<file path="src/rtl/apb_master_arbiter.sv">
// Round-robin arbiter sharing one APB master port between NUM_REQ requesters.
// Latency: grant at the IDLE edge, SETUP next cycle, ACCESS after; zero-wait response 3 cycles after request.
// Backpressure: requests are held off (no req_ready_out) while a transfer is in SETUP/ACCESS; PREADY stalls ACCESS up to TIMEOUT_CYCLE.
module apb_master_arbiter #(
  parameter int NUM_REQ        = 4,
  parameter int APB_ADDR_WIDTH = 32,
  parameter int APB_DATA_WIDTH = 32,
  parameter int TIMEOUT_CYCLE  = 16
) (
  input  logic                               apb_clk_in,
  input  logic                               apb_rst_in,
  input  logic [NUM_REQ-1:0]                 req_valid_in,
  input  logic [NUM_REQ*APB_ADDR_WIDTH-1:0]  req_addr_in,
  input  logic [NUM_REQ-1:0]                 req_write_in,
  input  logic [NUM_REQ*APB_DATA_WIDTH-1:0]  req_wdata_in,
  output logic [NUM_REQ-1:0]                 req_ready_out,
  output logic [NUM_REQ-1:0]                 rsp_valid_out,
  output logic [APB_DATA_WIDTH-1:0]          rsp_rdata_out,
  output logic                               rsp_error_out,
  output logic                               apb_psel_out,
  output logic                               apb_penable_out,
  output logic [APB_ADDR_WIDTH-1:0]          apb_addr_out,
  output logic                               apb_write_out,
  output logic [APB_DATA_WIDTH-1:0]          apb_wdata_out,
  input  logic [APB_DATA_WIDTH-1:0]          apb_rdata_in,
  input  logic                               apb_ready_in,
  input  logic                               apb_slverr_in
);

  localparam int PW = $clog2(NUM_REQ);
  localparam int CW = $clog2(TIMEOUT_CYCLE + 1);

  typedef enum logic [2:0] {
    S_IDLE   = 3'b001,
    S_SETUP  = 3'b010,
    S_ACCESS = 3'b100
  } state_t;

  state_t                    r_state;
  logic [PW-1:0]             r_ptr;
  logic [PW-1:0]             r_gnt;
  logic [CW-1:0]             r_cnt;
  logic [NUM_REQ-1:0]        r_req_ready;
  logic [NUM_REQ-1:0]        r_rsp_valid;
  logic [APB_DATA_WIDTH-1:0] r_rsp_rdata;
  logic                      r_rsp_error;
  logic                      r_psel;
  logic                      r_penable;
  logic [APB_ADDR_WIDTH-1:0] r_addr;
  logic                      r_write;
  logic [APB_DATA_WIDTH-1:0] r_wdata;

  logic [PW-1:0]             w_gnt;
  logic                      w_gnt_vld;
  logic [PW-1:0]             w_ptr_nxt;
  logic [NUM_REQ-1:0]        w_gnt_oh;
  logic [NUM_REQ-1:0]        w_rsp_oh;

  // Round-robin search: first valid requester at or after the pointer, wrapping to 0.
  always_comb begin
    logic [PW:0] sum;
    w_gnt     = r_ptr;
    w_gnt_vld = 1'b0;
    sum       = '0;
    for (int k = 0; k < NUM_REQ; k++) begin
      sum = {1'b0, r_ptr} + (PW+1)'(k);
      if (sum >= (PW+1)'(NUM_REQ)) begin
        sum = sum - (PW+1)'(NUM_REQ);
      end
      if (!w_gnt_vld && req_valid_in[sum[PW-1:0]]) begin
        w_gnt     = sum[PW-1:0];
        w_gnt_vld = 1'b1;
      end
    end
  end

  assign w_ptr_nxt = (w_gnt == PW'(NUM_REQ - 1)) ? '0 : w_gnt + PW'(1);
  assign w_gnt_oh  = NUM_REQ'(1) << w_gnt;
  assign w_rsp_oh  = NUM_REQ'(1) << r_gnt;

  // Transfer FSM: arbitrate in IDLE, then SETUP and ACCESS with a wait-state timeout.
  always_ff @(posedge apb_clk_in) begin
    if (apb_rst_in) begin
      r_state     <= S_IDLE;
      r_ptr       <= '0;
      r_gnt       <= '0;
      r_cnt       <= '0;
      r_req_ready <= '0;
      r_rsp_valid <= '0;
      r_rsp_rdata <= '0;
      r_rsp_error <= 1'b0;
      r_psel      <= 1'b0;
      r_penable   <= 1'b0;
      r_addr      <= '0;
      r_write     <= 1'b0;
      r_wdata     <= '0;
    end else begin
      r_req_ready <= '0;
      r_rsp_valid <= '0;
      case (r_state)
        S_IDLE: begin
          if (w_gnt_vld) begin
            r_gnt       <= w_gnt;
            r_ptr       <= w_ptr_nxt;
            r_req_ready <= w_gnt_oh;
            r_addr      <= req_addr_in[int'(w_gnt)*APB_ADDR_WIDTH +: APB_ADDR_WIDTH];
            r_write     <= req_write_in[w_gnt];
            r_wdata     <= req_wdata_in[int'(w_gnt)*APB_DATA_WIDTH +: APB_DATA_WIDTH];
            r_psel      <= 1'b1;
            r_penable   <= 1'b0;
            r_state     <= S_SETUP;
          end
        end
        S_SETUP: begin
          r_penable <= 1'b1;
          r_state   <= S_ACCESS;
        end
        S_ACCESS: begin
          if (apb_ready_in) begin
            r_rsp_valid <= w_rsp_oh;
            r_rsp_rdata <= r_write ? '0 : apb_rdata_in;
            r_rsp_error <= apb_slverr_in;
            r_psel      <= 1'b0;
            r_penable   <= 1'b0;
            r_cnt       <= '0;
            r_state     <= S_IDLE;
          end else if (r_cnt == CW'(TIMEOUT_CYCLE - 1)) begin
            // Slave never answered: abort and report an error to the owner.
            r_rsp_valid <= w_rsp_oh;
            r_rsp_rdata <= '0;
            r_rsp_error <= 1'b1;
            r_psel      <= 1'b0;
            r_penable   <= 1'b0;
            r_cnt       <= '0;
            r_state     <= S_IDLE;
          end else begin
            r_cnt <= r_cnt + CW'(1);
          end
        end
        default: begin
          r_psel    <= 1'b0;
          r_penable <= 1'b0;
          r_cnt     <= '0;
          r_state   <= S_IDLE;
        end
      endcase
    end
  end

  assign req_ready_out   = r_req_ready;
  assign rsp_valid_out   = r_rsp_valid;
  assign rsp_rdata_out   = r_rsp_rdata;
  assign rsp_error_out   = r_rsp_error;
  assign apb_psel_out    = r_psel;
  assign apb_penable_out = r_penable;
  assign apb_addr_out    = r_addr;
  assign apb_write_out   = r_write;
  assign apb_wdata_out   = r_wdata;

endmodule

</file>
<file path="config.mk">
export PLATFORM = sky130hd
export DESIGN_NAME = apb_master_arbiter
export DESIGN_NICKNAME = d
export VERILOG_FILES = /design/src/rtl/apb_master_arbiter.sv
export SDC_FILE = /design/constraint.sdc
export NUM_CORES = 1
export LEC_CHECK = 0
export CAP_MARGIN = 20
export CELL_PAD_IN_SITES_DETAIL_PLACEMENT = 1
export CELL_PAD_IN_SITES_GLOBAL_PLACEMENT = 1
export CORE_MARGIN = 10
export CORE_UTILIZATION = 25
export CTS_CLUSTER_DIAMETER = 80
export CTS_CLUSTER_SIZE = 28
export DETAILED_ROUTE_END_ITERATION = 10
export PLACE_DENSITY_LB_ADDON = 0.1
export SETUP_SLACK_MARGIN = 0.4
export SKIP_CTS_REPAIR_TIMING = 1
export SLEW_MARGIN = 20
export SYNTH_ARGS = -nofsm -noshare
export SYNTH_HDL_FRONTEND = slang
export SYNTH_SLANG_ARGS = --single-unit
export TNS_END_PERCENT = 10
</file>
<file path="constraint.sdc">
create_clock -name apb_clk_in -period 2.1 [get_ports apb_clk_in]
set_input_delay 0.42 -clock apb_clk_in [delete_from_list [all_inputs] [get_ports apb_clk_in]]
set_output_delay 0.42 -clock apb_clk_in [all_outputs]
set_load 0.05 [all_outputs]
</file>
# Word level (Yosys, flattened, before mapping)
# Cells that the tools add are included.
# classes
addsub	9
n_lt_le_gt_ge	9
eq_ne	7
shift	4
muxes	43
n_bitwise	4
n_reduce_logical	14
# ops
cell	n
$shiftx 128x8->32	2
$mux 32	3
$mux 2	9
$lt 2x3->1 const B	5
$mux 1	15
$bmux 1 s2	5
$mux 5	2
$pmux 5 s2	1
$ge 3x3->1 const B	3
$mux 3	3
$pmux 3 s3	1
$mux 4	2
$shl 1x2->4 const A	2
$sub 2x1->2 const B	4
$add 2x2->3 const B	2
$pmux 1 s3	2
$reduce_and 2->1	3
$add 5x1->5 const B	1
$eq 5x4->1 const B	1
$not 1->1	4
$reduce_or 2->1	2
$add 2x1->3 const B	1
$eq 3x1->1 const B	1
$eq 3x2->1 const B	1
other kinds (11)	15
# totals
ff_bits	120
inputBits	300
output_inout_bits	108
wordCells	103

# Longest topological paths before layout
# logic_depth
depth_word	16
depth_mapped	8

# Least setup slack after synthesis
# No wires, ideal clock.
# synth_timing
path_kind	input -> register
from	input req_valid_in[2]
to	register r_write (netlist: apb_write_out)
setup_time_ps	88
arrival_ps	1959
slack_ps	53
cell_stages	7
path_buffers	2
cell_sequence	or4_4 -> a21oi_4 -> buf_8 -> buf_6 -> a21oi_1 -> mux2_2 -> o32ai_2
# synth_between
elab_chain_len	14
word_cells_on_any_way	25
classes_between	mux (18); reduce/logical (7)
# synth_rtl
item	line_no	rtl
start: declaration	12	input logic [NUM_REQ-1:0] req_valid_in,
$bmux 1 s2	70	if (!w_gnt_vld && req_valid_in[sum[PW-1:0]]) begin
$mux 1 (implied by the code)	70	
$mux 1	70	
$logic_not 1->1	70	
$logic_and 1x1->1	70	
$mux 1	70	
$logic_not 1->1	70	
$logic_and 1x1->1	70	
$mux 1	70	
$logic_not 1->1	70	
$logic_and 1x1->1	70	
$mux 2	70	
$bmux 1 s2	107	r_write <= req_write_in[w_gnt];
$mux 1 (implied by the code)	107	
end signal: assignment	107	
end: declaration	50	logic r_write;
# Parallel ways exist; a longest one is shown, timed or not. The select of a mux whose other input is x is not followed.
# A chain may end at the register's enable or synchronous reset.

# Worst setup path after layout
# layout_timing
from	register r_addr[6] (netlist: apb_addr_out[6])
to	output apb_addr_out[6]
# layout_rtl
item	line_no	rtl
start: declaration	49	logic [APB_ADDR_WIDTH-1:0] r_addr;
start signal: assignment	106	r_addr <= req_addr_in[int'(w_gnt)*APB_ADDR_WIDTH +: APB_ADDR_WIDTH];
end: declaration	22	output logic [APB_ADDR_WIDTH-1:0] apb_addr_out,
# No word-level cell between the ends.

==> metrics.txt <==
# TYPE chip_impl_metric gauge
chip_impl_info{name="status",value="finished clean"} 1
chip_impl_metric{name="crit_buf_inv",unit=""} 1
chip_impl_metric{name="static-leakage-power",unit="µW"} 0.00542
chip_impl_metric{name="final-max-slew-violation-count",unit=""} 0
chip_impl_metric{name="critPathRequiredTime",unit="ns"} 1.68
chip_impl_metric{name="mux_cell_area_share_after_synthesis",unit=""} 0.193
chip_impl_info{name="synth_flop_cell",value="sky130_fd_sc_hd__dfxtp_1"} 1
chip_impl_metric{name="setup_total_negative_slack",unit="ns"} 0
chip_impl_metric{name="detailed_place.area",unit="µm²"} 12000
chip_impl_metric{name="design_area",unit="µm²"} 13300
chip_impl_metric{name="drt_pre_antenna_iters",unit=""} 4
chip_impl_metric{name="synth.net_count",unit=""} 1063
chip_impl_metric{name="netlist-cell-type-count",unit=""} 44
chip_impl_metric{name="peakVddDrop",unit="V"} 0.000554
chip_impl_metric{name="finalPower",unit="µW"} 14800
chip_impl_metric{name="postRouteAntennaNets",unit=""} 0
chip_impl_metric{name="post-route-drc-count",unit=""} 0
chip_impl_metric{name="synth_xor_xnor_area_share",unit=""} 0.00489
chip_impl_metric{name="antenna_found_initial",unit=""} 7
chip_impl_metric{name="power_frac_seq",unit=""} 0.222
chip_impl_info{name="grt_setup_unrepaired",value="yes"} 1
chip_impl_metric{name="yosysSeqAreaShare",unit=""} 0.335
chip_impl_metric{name="clk-insertion-delay-late",unit="ns"} 0.43
chip_impl_metric{name="cts-root-to-sink-buffers",unit=""} 2
chip_impl_metric{name="gr-usage-all-layers",unit=""} 0.186
chip_impl_metric{name="cp_max_stage_delay",unit="ns"} 0.83
chip_impl_metric{name="yosysTopAreaCellShare",unit=""} 0.335
chip_impl_metric{name="cap_viol_max_count",unit=""} 0
chip_impl_metric{name="routabilityCongestion",unit=""} 0.759
chip_impl_metric{name="slew_headroom",unit=""} 0.469
chip_impl_metric{name="ioPinCount",unit=""} 408
chip_impl_metric{name="fraction_of_the_mapped_netlist_area_in_compound_gates",unit=""} 0.325
chip_impl_metric{name="crit_fanout",unit=""} 4
chip_impl_metric{name="ys_ff_latch",unit=""} 120
chip_impl_metric{name="post_drt_wl_per_cell",unit="µm"} 23.2
chip_impl_info{name="critPathSlowestCell",value="sky130_fd_sc_hd__clkdlybuf4s50_1"} 1
chip_impl_metric{name="flow.area_growth_from_synthesis",unit="%"} 86.2
chip_impl_info{name="synth_top_family_by_area",value="compound AO/OA/AOI/OAI gates"} 1
chip_impl_metric{name="nNetsFinal",unit=""} 1501
chip_impl_metric{name="power.switching_fraction",unit=""} 0.432
chip_impl_metric{name="die_x",unit="µm"} 189
chip_impl_metric{name="postSynthCellCount",unit=""} 762
chip_impl_metric{name="maxClockFrequency",unit="GHz"} 0.488
chip_impl_metric{name="buffer_ports.inserted",unit=""} 407
chip_impl_info{name="cts.root.buffer_cell",value="sky130_fd_sc_hd__clkbuf_16"} 1
chip_impl_metric{name="clk_pin_slew",unit="ns"} 0.06
chip_impl_metric{name="h_tree_levels",unit=""} 4
chip_impl_metric{name="finalSetupViolations",unit=""} 0
chip_impl_metric{name="clock_power_frac",unit=""} 0.208
chip_impl_metric{name="layout-drive-gt1-share",unit=""} 0.247
chip_impl_metric{name="floorplan.die_area",unit="µm²"} 35800
chip_impl_metric{name="period_minus_slack",unit="ns"} 2.05
chip_impl_metric{name="pwr_density_cell",unit="nW/µm²"} 1110
chip_impl_metric{name="cp_data_arrival_time",unit="ns"} 1.63
chip_impl_metric{name="cts_inserted_buffers",unit=""} 17
chip_impl_metric{name="maximum_number_of_pins_on_one_net_before_global_route_repair",unit=""} 108
chip_impl_metric{name="yosys_warnings",unit=""} 0
chip_impl_info{name="mostFrequentLayoutCell",value="sky130_fd_sc_hd__clkdlybuf4s50_1"} 1
chip_impl_info{name="critical_path.startpoint_type",value="flip-flop"} 1
chip_impl_metric{name="period_share",unit=""} 0.976
chip_impl_info{name="hp-class",value="reg2reg"} 1
chip_impl_metric{name="cts.sink_count",unit=""} 120
chip_impl_metric{name="die_extent_in_y",unit="µm"} 189
chip_impl_metric{name="synth_simple_gate_area_frac",unit=""} 0.0840
chip_impl_metric{name="mappedNetlistArea",unit="µm²"} 7170
chip_impl_metric{name="postRouteWirelength",unit="µm"} 36900
chip_impl_metric{name="vias_per_cell",unit=""} 4.93
chip_impl_metric{name="synth-edff-count",unit=""} 0
chip_impl_info{name="cp-end-kind",value="primary output"} 1
chip_impl_metric{name="adder_cell_share_of_the_synthesized_area",unit=""} 0.00175
chip_impl_metric{name="placementRows",unit=""} 61
chip_impl_metric{name="via_count_of_the_first_global_routing_pass",unit=""} 8557
chip_impl_metric{name="pwr-share-comb",unit=""} 0.570
chip_impl_metric{name="final-instance-count-excl-fill",unit=""} 1593
chip_impl_metric{name="detailed_place_hpwl",unit="µm"} 27000
chip_impl_info{name="timing_worst_setup_path_type",value="reg2out"} 1
chip_impl_metric{name="grt_remaining_overflow",unit=""} 0
chip_impl_metric{name="core_region_area",unit="µm²"} 28000
chip_impl_metric{name="synth_async_sr_flop_share",unit=""} 0
chip_impl_metric{name="net-switching-power",unit="µW"} 6390
chip_impl_metric{name="synthesis.area_per_instance",unit="µm²"} 9.40
chip_impl_info{name="critical_path.top_delay_family",value="buffers and inverters"} 1
chip_impl_metric{name="grt_pass1_wl",unit="µm"} 52100
chip_impl_metric{name="power_report.internal_total",unit="µW"} 8410
chip_impl_metric{name="place.detailed.instances",unit=""} 1534
chip_impl_metric{name="hold_viol_final",unit=""} 0
chip_impl_metric{name="num_vias",unit=""} 7852
chip_impl_metric{name="fillCellCount",unit=""} 3138
chip_impl_info{name="post_synth_main_area_contributors",value="sky130_fd_sc_hd__dfxtp_1, sky130_fd_sc_hd__a21oi_1, sky130_fd_sc_hd__o32ai_2"} 1
chip_impl_info{name="mostFrequentLayoutCells",value="sky130_fd_sc_hd__clkdlybuf4s50_1, sky130_fd_sc_hd__a21oi_1, sky130_fd_sc_hd__dfxtp_1, sky130_fd_sc_hd__buf_4"} 1
chip_impl_metric{name="timing.clock.skew",unit="ns"} 0.0166
chip_impl_info{name="synth.largest_area_cell",value="sky130_fd_sc_hd__dfxtp_1"} 1
chip_impl_metric{name="timing_worst_slew_pin_value",unit="ns"} 0.797
chip_impl_info{name="crit_path_cell_trace",value="clkdlybuf4s50_1"} 1
chip_impl_metric{name="initial_core_util",unit=""} 0.256
chip_impl_info{name="cts_tree",value="yes"} 1
chip_impl_metric{name="first_iter_violations",unit=""} 218
power by group through the flow:
stage,registers (µW),clock network (µW),logic [µW]
3_3_place_gp,3300,0,7680
3_5_place_dp,3320,0,7720
2_1_floorplan,4670,0,3320
5_1_grt,3380,3280,8950
6_report,3280,3080,8440
4_1_cts,3280,3180,7750
path summary, 6_finish.rpt:
kind / end / slack [ns] / from / cells after the start
hold / removal: rsp_rdata_out[17] / 0.45 / rsp_rdata_out[17] / 2
hold reg to reg: rsp_rdata_out[17] / 0.45 / rsp_rdata_out[17] / 2
setup reg to reg: apb_addr_out[0] / 0.13 / r_ptr[1] / 8
setup / recovery: apb_addr_out[6] / 0.05 / apb_addr_out[6] / 1
kinds of logic after synthesis:
| kind of cell | count (synthesis) |
|---|---|
| adder cells (fa/ha/maj) | 1 |
| AO/OA/AOI/OAI | 313 |
| multiplexers | 130 |
| buffers and inverters | 75 |
| XOR/XNOR | 4 |
| flip-flops | 120 |
| AND/OR/NAND/NOR | 119 |
Yosys cell counts, types with 2 or more instances:
| library cell | number |
|---|---|
| sky130_fd_sc_hd__nor2b_1 | 5 |
| sky130_fd_sc_hd__dfxtp_1 | 120 |
| sky130_fd_sc_hd__nand2_1 | 41 |
| sky130_fd_sc_hd__buf_6 | 10 |
| sky130_fd_sc_hd__nand2b_1 | 4 |
| sky130_fd_sc_hd__nor4b_1 | 3 |
| sky130_fd_sc_hd__buf_2 | 13 |
| sky130_fd_sc_hd__o32ai_2 | 65 |
| sky130_fd_sc_hd__mux2_2 | 65 |
| sky130_fd_sc_hd__clkbuf_1 | 39 |
| sky130_fd_sc_hd__mux2i_1 | 65 |
| sky130_fd_sc_hd__nand3b_1 | 2 |
| sky130_fd_sc_hd__nor2_1 | 16 |
| sky130_fd_sc_hd__nand3_1 | 34 |
| sky130_fd_sc_hd__o21ai_0 | 3 |
| sky130_fd_sc_hd__nor4_1 | 3 |
| sky130_fd_sc_hd__a21oi_1 | 235 |
| sky130_fd_sc_hd__buf_4 | 4 |
| sky130_fd_sc_hd__inv_1 | 2 |
| sky130_fd_sc_hd__buf_1 | 6 |
| sky130_fd_sc_hd__xor2_1 | 3 |
| sky130_fd_sc_hd__o21a_1 | 2 |
layout make-up:
class                           instances  area, µm²  area share
Timing Repair Buffer                  490       5360       0.402
Clock buffer                           18        439      0.0329
Multi-Input combinational cell        569       4490       0.336
Antenna cell                            2       5.00    0.000375
Inverter                                2       7.51    0.000563
Clock inverter                         14        163      0.0122
Sequential cell                       120       2410       0.181
Tap cell                              378        473      0.0355
per-layer routing:
metal / routed length [µm] / vias to the layer above / track usage
met1: 14600 / 3753 / 0.201
met2: 18800 / 266 / 0.329
met5: 46 / - / 0
met3: 2870 / 44 / 0.0696
met4: 647 / 10 / 0.0559
li1: - / 3779 / -
sequential cells by signal, indices dropped and copies added (netlist names), 2 cells and up:
register       cells
r_gnt              2
r_cnt              5
rsp_valid_out      4
r_ptr              2
apb_wdata_out     32
req_ready_out      4
rsp_rdata_out     32
r_state            3
apb_addr_out      32
through the flow:
| stage | hold WS, ns | util | setup slack (ns) |
|---|---|---|---|
| 2_1_floorplan | 0.437 | - | 0.0785 |
| 3_3_place_gp | 0.438 | 0.430 | -0.538 |
| 3_5_place_dp | 0.444 | 0.430 | -0.590 |
| 4_1_cts | 0.453 | 0.452 | -0.154 |
| 5_1_grt | 0.467 | 0.476 | 0.0249 |
| 6_report | 0.449 | 0.476 | 0.0505 |
(Power assumes the default switching activity.)
